[config.mk]
export PLATFORM = sky130hd
export DESIGN_NAME = kanagawa_event_batch_drain_flat
export DESIGN_NICKNAME = d
export VERILOG_FILES = /design/src/rtl/kanagawa_event_drain_pkg.sv /design/src/rtl/kanagawa_event_batch_drain_if.sv /design/src/rtl/kanagawa_idle_timer.sv /design/src/rtl/kanagawa_event_batch_drain.sv /design/src/flat_wrapper.sv
export SDC_FILE = /design/constraint.sdc
export NUM_CORES = 1
export LEC_CHECK = 0
export CORE_MARGIN = 5
export CORE_UTILIZATION = 30
export DETAILED_ROUTE_END_ITERATION = 10
export GPL_ROUTABILITY_DRIVEN = 0
export HOLD_SLACK_MARGIN = 0.05
export SYNTH_ARGS = -nofsm -noshare
export SYNTH_HDL_FRONTEND = slang
export SYNTH_SLANG_ARGS = --single-unit
[constraint.sdc]
create_clock -name clk -period 2.5 [get_ports clk]
set_input_delay 0.5 -clock clk [delete_from_list [all_inputs] [get_ports clk]]
set_output_delay 0.5 -clock clk [all_outputs]
set_load 0.005 [all_outputs]
[src/rtl/kanagawa_event_drain_pkg.sv]
// Shared constants and helpers for the event batch drain.
// Provides the default batch size and idle timeout, and the function
// that sizes a batch count so it can hold 0..max_batch.
package kanagawa_event_drain_pkg;

  localparam int DEF_MAX_BATCH = 4;
  localparam int DEF_TIMEOUT   = 8;

  // Bits needed to represent a count from 0 up to and including max_batch.
  function automatic int count_width(input int max_batch);
    return $clog2(max_batch + 1);
  endfunction

endpackage

[src/rtl/kanagawa_event_batch_drain_if.sv]
// Handshake bundle between the batch drain, the upstream event counter
// and the batch consumer. The drain uses the master view; the
// surrounding logic (or a bench) uses the slave view.
interface kanagawa_event_batch_drain_if
  import kanagawa_event_drain_pkg::*;
#(
  parameter int CW = count_width(DEF_MAX_BATCH)
);
  logic          empty_in;
  logic          rdreq_out;
  logic          flush_in;
  logic          valid_out;
  logic [CW-1:0] count_out;
  logic          ready_in;
  logic          busy_out;

  modport master (
    input  empty_in, flush_in, ready_in,
    output rdreq_out, valid_out, count_out, busy_out
  );

  modport slave (
    output empty_in, flush_in, ready_in,
    input  rdreq_out, valid_out, count_out, busy_out
  );
endinterface

[src/rtl/kanagawa_idle_timer.sv]
// Saturating idle counter. Counts cycles while en_in is high, clears on
// clr_in (clear wins), holds at TIMEOUT, and raises hit_out while the
// count sits at TIMEOUT. hit_out is taken straight from the register.
module kanagawa_idle_timer #(
  parameter int TIMEOUT = 8
) (
  input  logic clk,
  input  logic rst,
  input  logic clr_in,
  input  logic en_in,
  output logic hit_out
);
  localparam int            W     = $clog2(TIMEOUT + 1);
  localparam logic [W-1:0]  LIMIT = W'(TIMEOUT);

  logic [W-1:0] idle_cnt_q;
  logic [W-1:0] idle_cnt_d;

  // Next idle count: clear, saturating increment, or hold.
  always_comb begin
    idle_cnt_d = idle_cnt_q;
    if (clr_in) begin
      idle_cnt_d = '0;
    end else if (en_in && (idle_cnt_q != LIMIT)) begin
      idle_cnt_d = idle_cnt_q + W'(1);
    end
  end

  // Idle count register.
  always_ff @(posedge clk) begin
    if (rst) begin
      idle_cnt_q <= '0;
    end else begin
      idle_cnt_q <= idle_cnt_d;
    end
  end

  assign hit_out = (idle_cnt_q == LIMIT);
endmodule

[src/rtl/kanagawa_event_batch_drain.sv]
// Event batch drain: pops events from a zero-bit FIFO (empty flag +
// read request), groups them into batches of up to MAX_BATCH and hands
// each batch to the consumer as a single count on a valid/ready register.
// A partial batch leaves on flush_in (remembered if the output register
// is busy) or, when KANAGAWA_EVENT_BATCH_DRAIN_TIMEOUT_EN is defined,
// after TIMEOUT idle cycles.
module kanagawa_event_batch_drain
  import kanagawa_event_drain_pkg::*;
#(
  parameter  int MAX_BATCH   = DEF_MAX_BATCH,
  parameter  int TIMEOUT     = DEF_TIMEOUT,
  localparam int COUNT_WIDTH = count_width(MAX_BATCH)
) (
  input  logic                          clk,
  input  logic                          rst,
  kanagawa_event_batch_drain_if.master  bus
);
  localparam logic [COUNT_WIDTH-1:0] MAX_CNT = COUNT_WIDTH'(MAX_BATCH);

  if ((MAX_BATCH < 1) || (TIMEOUT < 1)) begin : g_bad_param
    $error("kanagawa_event_batch_drain: MAX_BATCH and TIMEOUT must be >= 1");
  end

  logic [COUNT_WIDTH-1:0] accum_q, accum_d;
  logic [COUNT_WIDTH-1:0] count_q, count_d;
  logic                   valid_q, valid_d;
  logic                   flush_pend_q, flush_pend_d;

  logic full;
  logic out_free;
  logic pop;
  logic timeout_hit;
  logic flush_cond;
  logic transfer;

  assign full     = (accum_q == MAX_CNT);
  assign out_free = !valid_q || bus.ready_in;
  // A full accumulator may still pop when it is being emptied into the
  // output register this cycle: that event starts the next batch, which
  // keeps one-event-per-cycle throughput across batch boundaries.
  assign pop      = !rst && !bus.empty_in && (!full || out_free);

  assign flush_cond = full ||
                      ((accum_q != '0) && (bus.flush_in || flush_pend_q || timeout_hit));
  assign transfer   = flush_cond && out_free;

`ifdef KANAGAWA_EVENT_BATCH_DRAIN_TIMEOUT_EN
  kanagawa_idle_timer #(
    .TIMEOUT (TIMEOUT)
  ) u_idle_timer (
    .clk     (clk),
    .rst     (rst),
    .clr_in  (pop || transfer),
    .en_in   ((accum_q != '0) && !pop),
    .hit_out (timeout_hit)
  );
`else
  assign timeout_hit = 1'b0;
`endif

  // Next accumulator, output register and pending-flush state.
  always_comb begin
    accum_d      = accum_q;
    count_d      = count_q;
    valid_d      = valid_q;
    flush_pend_d = flush_pend_q;
    if (transfer) begin
      count_d      = accum_q;
      valid_d      = 1'b1;
      accum_d      = COUNT_WIDTH'(pop);
      flush_pend_d = 1'b0;
    end else begin
      accum_d = accum_q + COUNT_WIDTH'(pop);
      if (valid_q && bus.ready_in) begin
        valid_d = 1'b0;
      end
      // A flush with nothing accumulated is dropped on purpose.
      if (bus.flush_in && (accum_q != '0)) begin
        flush_pend_d = 1'b1;
      end
    end
  end

  // State registers; reset discards any accumulated or unaccepted batch.
  always_ff @(posedge clk) begin
    if (rst) begin
      accum_q      <= '0;
      count_q      <= '0;
      valid_q      <= 1'b0;
      flush_pend_q <= 1'b0;
    end else begin
      accum_q      <= accum_d;
      count_q      <= count_d;
      valid_q      <= valid_d;
      flush_pend_q <= flush_pend_d;
    end
  end

  assign bus.rdreq_out = pop;
  assign bus.valid_out = valid_q;
  assign bus.count_out = count_q;
  assign bus.busy_out  = (accum_q != '0) || valid_q;
endmodule
[src/flat_wrapper.sv]
// flat-port wrapper written by rule: the top's interface ports become plain ports
module kanagawa_event_batch_drain_flat import kanagawa_event_drain_pkg::*;
#(
  parameter  int MAX_BATCH   = DEF_MAX_BATCH,
  parameter  int TIMEOUT     = DEF_TIMEOUT,
  localparam int COUNT_WIDTH = count_width(MAX_BATCH)
)
  (clk, rst, bus_empty_in, bus_flush_in, bus_ready_in, bus_rdreq_out, bus_valid_out, bus_count_out, bus_busy_out);
  kanagawa_event_batch_drain_if bus_i ();
  input  logic clk;
  input  logic rst;
  input wire logic [$bits(bus_i.empty_in)-1:0] bus_empty_in;
  input wire logic [$bits(bus_i.flush_in)-1:0] bus_flush_in;
  input wire logic [$bits(bus_i.ready_in)-1:0] bus_ready_in;
  output wire logic [$bits(bus_i.rdreq_out)-1:0] bus_rdreq_out;
  output wire logic [$bits(bus_i.valid_out)-1:0] bus_valid_out;
  output wire logic [$bits(bus_i.count_out)-1:0] bus_count_out;
  output wire logic [$bits(bus_i.busy_out)-1:0] bus_busy_out;
  assign bus_i.empty_in = bus_empty_in;
  assign bus_i.flush_in = bus_flush_in;
  assign bus_i.ready_in = bus_ready_in;
  assign bus_rdreq_out = bus_i.rdreq_out;
  assign bus_valid_out = bus_i.valid_out;
  assign bus_count_out = bus_i.count_out;
  assign bus_busy_out = bus_i.busy_out;
  kanagawa_event_batch_drain #(.MAX_BATCH(MAX_BATCH), .TIMEOUT(TIMEOUT)) u_core (.clk(clk), .rst(rst), .bus(bus_i));
endmodule
=== After elaboration in Yosys (flattened, before gate mapping) ===
Cells that the tools add are included.
Widths: inputs -> output; s select.

* Add/sub/neg operators: 1
* Equality and inequality tests: 1
* Muxes and demuxes: 3
* Reductions and logical operators: 18

{| class="wikitable"
|+ Operators with widths
! kind !! number
|-
| $logic_and 1x1->1 || 6
|-
| $logic_or 1x1->1 || 5
|-
| $logic_not 1->1 || 4
|-
| $add 3x1->3 || 1
|-
| $eq 3x3->1 const B || 1
|-
| $mux 1 || 3
|-
| $reduce_bool 3->1 || 1
|-
| $reduce_bool 2->1 || 1
|-
| $reduce_or 2->1 || 1
|}

* Register bits: 8
* Input bits: 5
* Output and inout bits: 6
* Word-level logic and storage cells: 28

=== Longest topological paths before layout ===
Gate-level depths: netlist of the first run.

* Depth in word-level cells: 6
* Gate-level depth with buffers: 7
* Mapped depth without buffers: 7

=== Worst setup path after synthesis of the first run ===
No wires, ideal clock.

* Path kind: input-to-reg
* Start: input rst
* End: register u_core.accum_q[0]
* Library setup time: 121 ps
* Data arrival time: 1572 ps
* Required time: 2379 ps
* Setup slack: 807 ps
* Stages on the path: 6
* Path buffers: 1
* Cells stage by stage: clkbuf_1 nor2_1 o21a_1 ha_1 nor2b_1 mux2_4

* Cells in the longest elaborated chain, start to end: 5

{| class="wikitable"
|+ Ends and longest elaborated chain
! what !! line !! source
|-
| from (decl) || flat_wrapper.sv:11 || <nowiki>input logic rst;</nowiki>
|-
| $logic_not 1->1 * || kanagawa_event_batch_drain.sv:41 || <nowiki>assign pop = !rst && !bus.empty_in && (!full || out_free);</nowiki>
|-
| $logic_and 1x1->1 * (2 in series) || kanagawa_event_batch_drain.sv:41 ||
|-
| named net bus_rdreq_out || flat_wrapper.sv:15 || <nowiki>output wire logic [$bits(bus_i.rdreq_out)-1:0] bus_rdreq_out;</nowiki>
|-
| $add 3x1->3 || kanagawa_event_batch_drain.sv:73 || <nowiki>accum_d = accum_q + COUNT_WIDTH'(pop);</nowiki>
|-
| $mux 1 * || kanagawa_event_batch_drain.sv:67 || <nowiki>if (transfer) begin</nowiki>
|-
| to (signal assigned) || kanagawa_event_batch_drain.sv:92 || <nowiki>accum_q <= accum_d;</nowiki>
|-
| to (decl) || kanagawa_event_batch_drain.sv:24 || <nowiki>logic [COUNT_WIDTH-1:0] accum_q, accum_d;</nowiki>
|}

Mark *: on every way through the listed nets, which the timed path passes. The rest lies on a longest branch.
A chain may end at the register's enable or synchronous reset.

=== Worst setup path in the final report of the first run ===
* Start: input bus_ready_in
* End: output bus_rdreq_out

* Cells in the longest elaborated chain, start to end: 3

{| class="wikitable"
|+ Ends and longest elaborated chain
! what !! line !! source
|-
| from (decl) || flat_wrapper.sv:14 || <nowiki>input wire logic [$bits(bus_i.ready_in)-1:0] bus_ready_in;</nowiki>
|-
| $logic_or 1x1->1 || kanagawa_event_batch_drain.sv:37 || <nowiki>assign out_free = !valid_q || bus.ready_in;</nowiki>
|-
| $logic_or 1x1->1 || kanagawa_event_batch_drain.sv:41 ||
|-
| $logic_and 1x1->1 || kanagawa_event_batch_drain.sv:41 ||
|-
| to (decl) || flat_wrapper.sv:15 ||
|}

Every way passes these cells.

==> impl_metrics.py, run 1 <==
metrics = {
    "run_status": {
        "outcome": "finished, final reports clean",
    },
    "die": {
        "rows": 13,
        "start_util_pct": 30.7,
        "coreArea_um2": 1270,
        "dieArea_um2": 2120,
        "io-pin-count": 11,
        "chipWidth_um": 46.0,
        "die_y_um": 46.0,
    },
    "worst_setup_path": {
        "worstReg2RegStart": "u_core.accum_q[0]",
        "rr_worst_depth": 6,
        "crit_type": "input pin to output pin",
        "worst_setup_path_start_kind": "input pin",
        "rr_endpoint": "u_core.accum_q[0]",
        "cp_cell_sequence": "clkdlybuf4s50_1, nand2b_1, o21a_1, clkdlybuf4s50_1",
        "r2r_slack_ns": 0.91,
        "critPathMaxFanout": 4,
        "crit_path_end_kind": "output pin",
        "crit_top_cell": "clkdlybuf4s50_1",
        "crit_path_max_incr_delay_ns": 0.51,
        "worstPathArrival_ns": 1.79,
        "slowest_stage": "clkdlybuf4s50_1",
        "cp_data_required_time_ns": 2.00,
    },
    "cts": {
        "postCtsHoldBufs": 0,
        "ctsResizeCount": 0,
        "clk_latency_ns": 0.25,
        "clockRootBuffer": "clkbuf_4",
        "cts_sinks": 8,
        "cts_setup_buffers": 0,
        "htreeDepth": 1,
        "cts.path.max_buffers": 2,
        "cts_tree": "done",
        "cts_buffers": 3,
        "clk_pin_slew_worst_paths_ns": 0.05,
    },
    "global_route": {
        "grt_pass1_wl_um": 1260,
        "met2_usage_pct": 10.2,
        "gr-total-overflow": 0,
        "grtUsageMet1_pct": 12.4,
        "grt.busiest_layer": "met1",
        "grt_antenna_before_repair": 0,
        "grt_usage_pct": 8.61,
        "use_met3_pct": 3.56,
        "grt_pass1_vias": 296,
        "grt_start_max_net_pins": 12,
    },
    "sta": {
        "relSlewSlack_pct": 77.5,
        "finalHoldWorstSlack_ns": 0.477,
        "final_hold_viol_count": 0,
        "worst_pin_slew_ns": 0.338,
        "timing.final.crit_share_pct": 91.8,
        "setup_viol": 0,
        "worst_slack_ns": 0.206,
        "tns_ns": 0,
        "slew_violations": 0,
        "finClkSkew_ns": 0.000110,
        "rsz0062_at_grt": "false",
        "fin_crit_ns": 2.29,
        "timing.fmax_mhz": 436,
    },
    "yosys": {
        "yosys_warnings": 0,
        "synth-seq-cells": 8,
        "synth_cell_types": 21,
        "synth_cells": 38,
        "synth_top_cell_by_area": "dfxtp_1",
        "ys_seq_area_share_pct": 41.2,
        "synth.net_count": 45,
        "synth_area_leaders": "dfxtp_1 41%, nand2b_1 9.6%, mux2i_1 7.7%",
        "avgSynthCellArea_um2": 10.2,
        "synth_top_area_share_pct": 41.2,
        "netlist_area_um2": 389,
    },
    "flow_run": {
        "max_cap_violations": 0,
    },
    "routing": {
        "drtAntennaViolNets": 0,
        "via_count": 299,
        "wirelength_um": 761,
        "post_drt_wl_per_cell_um": 11.7,
        "drt_iter0_drc": 1,
        "drc": 0,
        "via_per_inst": 4.60,
        "firstDrtPassIters": 4,
    },
    "min_path": {
        "hold_class": "flop to flop",
        "min_from": "u_core.bus.count_out[0]",
        "whs_path_depth": 2,
        "holdPathEnd": "u_core.bus.count_out[0]",
    },
    "power": {
        "p_total_mw": 0.366,
        "p_leak_nw": 0.194,
        "power.density_nw_per_um2": 700,
        "ir_drop_uv": 238,
    },
    "layout": {
        "area_delta_synth_final_pct": 34.4,
        "layout-drive-gt1-share_pct": 14.0,
        "fin_nets": 59,
        "post-route-util_pct": 41.2,
        "diodes": 0,
        "layout_common_cells": "10 x clkdlybuf4s50_1, 8 x dfxtp_1, 6 x nand2b_1",
        "final_common_cell": "clkdlybuf4s50_1",
        "nFillCells": 139,
        "stdcell_count": 65,
        "final_area_um2": 523,
    },
    "placement": {
        "dp_hpwl_um": 553,
        "pre_cts_slack_ns": 0.218,
        "dp_cells": 62,
        "post_dp_cell_area_um2": 500,
        "numPortBuffers": 10,
    },
}
## metal layers
layer | share of wire [%] | up-vias
li1 | - | 156
met1 | 51 | 128
met2 | 40 | 15
met3 | 9.5 | 0
met4 | 0 | 0
met5 | 0 | -
## state kept, by name, summed over array words and instances, names as in the netlist
name / cells
u_core.accum_q: 3
u_core.bus.count_out: 3
u_core.bus.valid_out: 1
u_core.flush_pend_q: 1
## Yosys cell counts, drive strengths merged
cell type / number
or2b: 1
a21oi: 2
xnor2: 1
nor2: 2
ha: 2
mux2: 1
dfxtp: 8
nand2b: 6
o21a: 1
or3: 1
o31ai: 1
buf: 1
nand2: 1
or2: 1
clkbuf: 1
nor3b: 1
nor2b: 1
mux2i: 3
nor3: 1
a211oi: 1
o311a: 1
## cell families (layout without fill, tap and decap cells)
| logic type | Yosys count | count (layout) | share of synthesized area (%) |
|---|---|---|---|
| xor gates and xnor gates | 1 | 1 | 2.25 |
| AOI/OAI and AO/OA | 6 | 6 | 10.9 |
| DFF | 8 | 8 | 41.2 |
| adders and majority gates | 2 | 2 | 6.43 |
| muxes | 4 | 4 | 11.6 |
| buffers and inverters | 2 | 14 | 3.86 |
| and+or+nand+nor | 15 | 15 | 23.8 |
## area by class of cell
| cell class | count | area (um^2) | share of cell area, % |
|---|---|---|---|
| Clock buffer | 3 | 22.5 | 4.31 |
| Multi-Input combinational cell | 28 | 214 | 40.9 |
| Sequential cell | 8 | 160 | 30.6 |
| Tap cell | 15 | 18.8 | 3.59 |
| Timing Repair Buffer | 11 | 108 | 20.6 |
## worst max-delay path: cells and delay by family
| kind | cells | cell delay (ns) |
|---|---|---|
| and+or+nand+nor | 1 | 0.17 |
| AOI/OAI and AO/OA | 1 | 0.17 |
| buffers and inverters | 2 | 0.96 |
## power breakdown
part / total [mW] / switching [mW] / internal [mW]
Combinational: 0.115 / 0.0453 / 0.0693
Clock: 0.0997 / 0.0447 / 0.0550
Sequential: 0.152 / 0.0106 / 0.141
## worst max path at each step
stage	endpoint	from	slack, ns
floorplan	u_core.accum_q[0]	rst	0.81
global placement	bus_rdreq_out	bus_ready_in	0.21
detailed placement	bus_rdreq_out	bus_ready_in	0.22
CTS	bus_rdreq_out	bus_ready_in	0.20
global route	bus_rdreq_out	bus_ready_in	0.13
finish	bus_rdreq_out	bus_ready_in	0.21
Power figures use the tool's default switching activity.
==> run 2: changes to the inputs <==
- CORE_MARGIN: 5 -> 8
- CTS_BUF_LIST: not set -> sky130_fd_sc_hd__clkbuf_4 sky130_fd_sc_hd__clkbuf_8 sky130_fd_sc_hd__clkbuf_16
==> run 2 against run 1 <==
Register-to-register slack gained 0.03 ns. Clock power shrank 2%. Utilization grew 1.1 points. First-iteration DRC count grew to 9.0 times the previous value. Largest power group unchanged.
==> impl_metrics.py, run 2 (synthesis gave the netlist of run 1 again) <==
metrics = {
    "cts": {
        "ctsResizeCount": 0,
        "clockRootBuffer": "clkbuf_4",
        "cts_sinks": 8,
        "cts_tree": "done",
        "clk_latency_ns": 0.25,
        "clk_pin_slew_worst_paths_ns": 0.05,
        "postCtsHoldBufs": 0,
        "cts.path.max_buffers": 2,
        "cts_setup_buffers": 0,
        "htreeDepth": 1,
        "cts_buffers": 3,
    },
    "global_route": {
        "grt_usage_pct": 6.66,
        "grt_pass1_vias": 314,
        "grt_antenna_before_repair": 0,
        "grt_pass1_wl_um": 1360,
        "grt_start_max_net_pins": 12,
        "gr-total-overflow": 0,
    },
    "routing": {
        "via_count": 302,
        "via_per_inst": 4.58,
        "drtAntennaViolNets": 0,
        "firstDrtPassIters": 2,
        "drc": 0,
        "wirelength_um": 756,
        "post_drt_wl_per_cell_um": 11.5,
        "drt_iter0_drc": 9,
    },
    "worst_setup_path": {
        "rr_worst_depth": 6,
        "crit_path_end_kind": "output pin",
        "critPathMaxFanout": 4,
        "cp_cell_sequence": "clkdlybuf4s50_1, nand2b_1, o21a_1, clkdlybuf4s50_1",
        "r2r_slack_ns": 0.94,
        "crit_type": "input pin to output pin",
        "worstPathArrival_ns": 1.79,
        "cp_data_required_time_ns": 2.00,
        "worstReg2RegStart": "u_core.accum_q[0]",
        "slowest_stage": "clkdlybuf4s50_1",
        "crit_top_cell": "clkdlybuf4s50_1",
        "worst_setup_path_start_kind": "input pin",
        "rr_endpoint": "u_core.accum_q[0]",
        "crit_path_max_incr_delay_ns": 0.51,
    },
    "flow_run": {
        "max_cap_violations": 0,
    },
    "sta": {
        "fin_crit_ns": 2.29,
        "timing.final.crit_share_pct": 91.7,
        "timing.fmax_mhz": 436,
        "tns_ns": 0,
        "finClkSkew_ns": 0.00318,
        "relSlewSlack_pct": 85.7,
        "final_hold_viol_count": 0,
        "slew_violations": 0,
        "setup_viol": 0,
        "rsz0062_at_grt": "false",
        "worst_pin_slew_ns": 0.213,
    },
    "layout": {
        "diodes": 0,
        "area_delta_synth_final_pct": 36.3,
        "fin_nets": 60,
        "stdcell_count": 66,
        "final_common_cell": "clkdlybuf4s50_1",
        "layout_common_cells": "10 x clkdlybuf4s50_1, 8 x dfxtp_1, 6 x nand2b_1",
        "layout-drive-gt1-share_pct": 15.7,
        "post-route-util_pct": 42.4,
    },
    "placement": {
        "dp_cells": 63,
        "numPortBuffers": 10,
        "dp_hpwl_um": 582,
    },
    "run_status": {
        "outcome": "finished, final reports clean",
    },
    "power": {
        "power.internal_mw": 0.271,
        "p_leak_nw": 0.200,
        "p_clk_share_pct": 26.3,
        "p_comb_share_pct": 32.6,
        "ir_drop_uv": 343,
        "power.density_nw_per_um2": 700,
        "p_seq_share_pct": 41.0,
        "p_switching_mw": 0.100,
        "power_switching_share_pct": 27.0,
    },
    "die": {
        "die_y_um": 52.0,
        "coreArea_um2": 1250,
        "io-pin-count": 11,
        "dieArea_um2": 2710,
        "start_util_pct": 31.1,
        "chipWidth_um": 52.0,
        "rows": 13,
    },
    "min_path": {
        "hold_class": "flop to flop",
        "holdPathEnd": "u_core.bus.count_out[2]",
        "whs_path_depth": 2,
        "min_from": "u_core.bus.count_out[2]",
    },
}
==> run 2: power by group through the flow <==
stage	Sequential (mW)	Combinational (mW)	Clock [mW]
2_1_floorplan	0.153	0.0815	0
3_3_place_gp	0.154	0.122	0
3_5_place_dp	0.155	0.122	0
4_1_cts	0.152	0.122	0.102
5_1_grt	0.155	0.134	0.110
6_report	0.152	0.121	0.0978
==> run 2: through the flow <==
stage	hold WS [ns]	total power [mW]	area [um^2]	setup WS, ns
after floorplan	0.465	0.234	389	0.807
after global placement	0.465	0.276	508	0.207
after detailed placement	0.465	0.277	508	0.207
after CTS	0.477	0.376	531	0.198
after global routing	0.498	0.398	531	0.151
final	0.471	0.371	531	0.208
==> run 2: worst max-delay path by stage <==
stage | from | end | slack [ns] | depth (start not counted)
finish | bus_ready_in | bus_rdreq_out | 0.21 | 4
global route | bus_ready_in | bus_rdreq_out | 0.15 | 4
CTS | bus_ready_in | bus_rdreq_out | 0.20 | 4
detailed placement | bus_ready_in | bus_rdreq_out | 0.21 | 4
global placement | bus_ready_in | bus_rdreq_out | 0.21 | 4
floorplan | rst | u_core.accum_q[0] | 0.81 | 6
==> run 2: critical path, delay by kind of cell <==
family | cells | cell delay, ns
compound gates | 1 | 0.17
buf+inv | 2 | 0.96
simple gates | 1 | 0.16
==> run 2: area by class of cell <==
cell class	count	area [um^2]
Fill cell	117	722
Tap cell	15	18.8
Sequential cell	8	160
Multi-Input combinational cell	28	214
Timing Repair Buffer	12	115
Clock buffer	3	22.5
==> run 2: routing by layer <==
| metal | vias up | track usage (%) | part of all wire (%) |
|---|---|---|---|
| met5 | - | 0 | 0 |
| met4 | 0 | 5.31 | 1.6 |
| met3 | 2 | 3.13 | 8.9 |
| met2 | 9 | 9.20 | 42 |
| met1 | 131 | 7.61 | 48 |
| li1 | 160 | - | - |
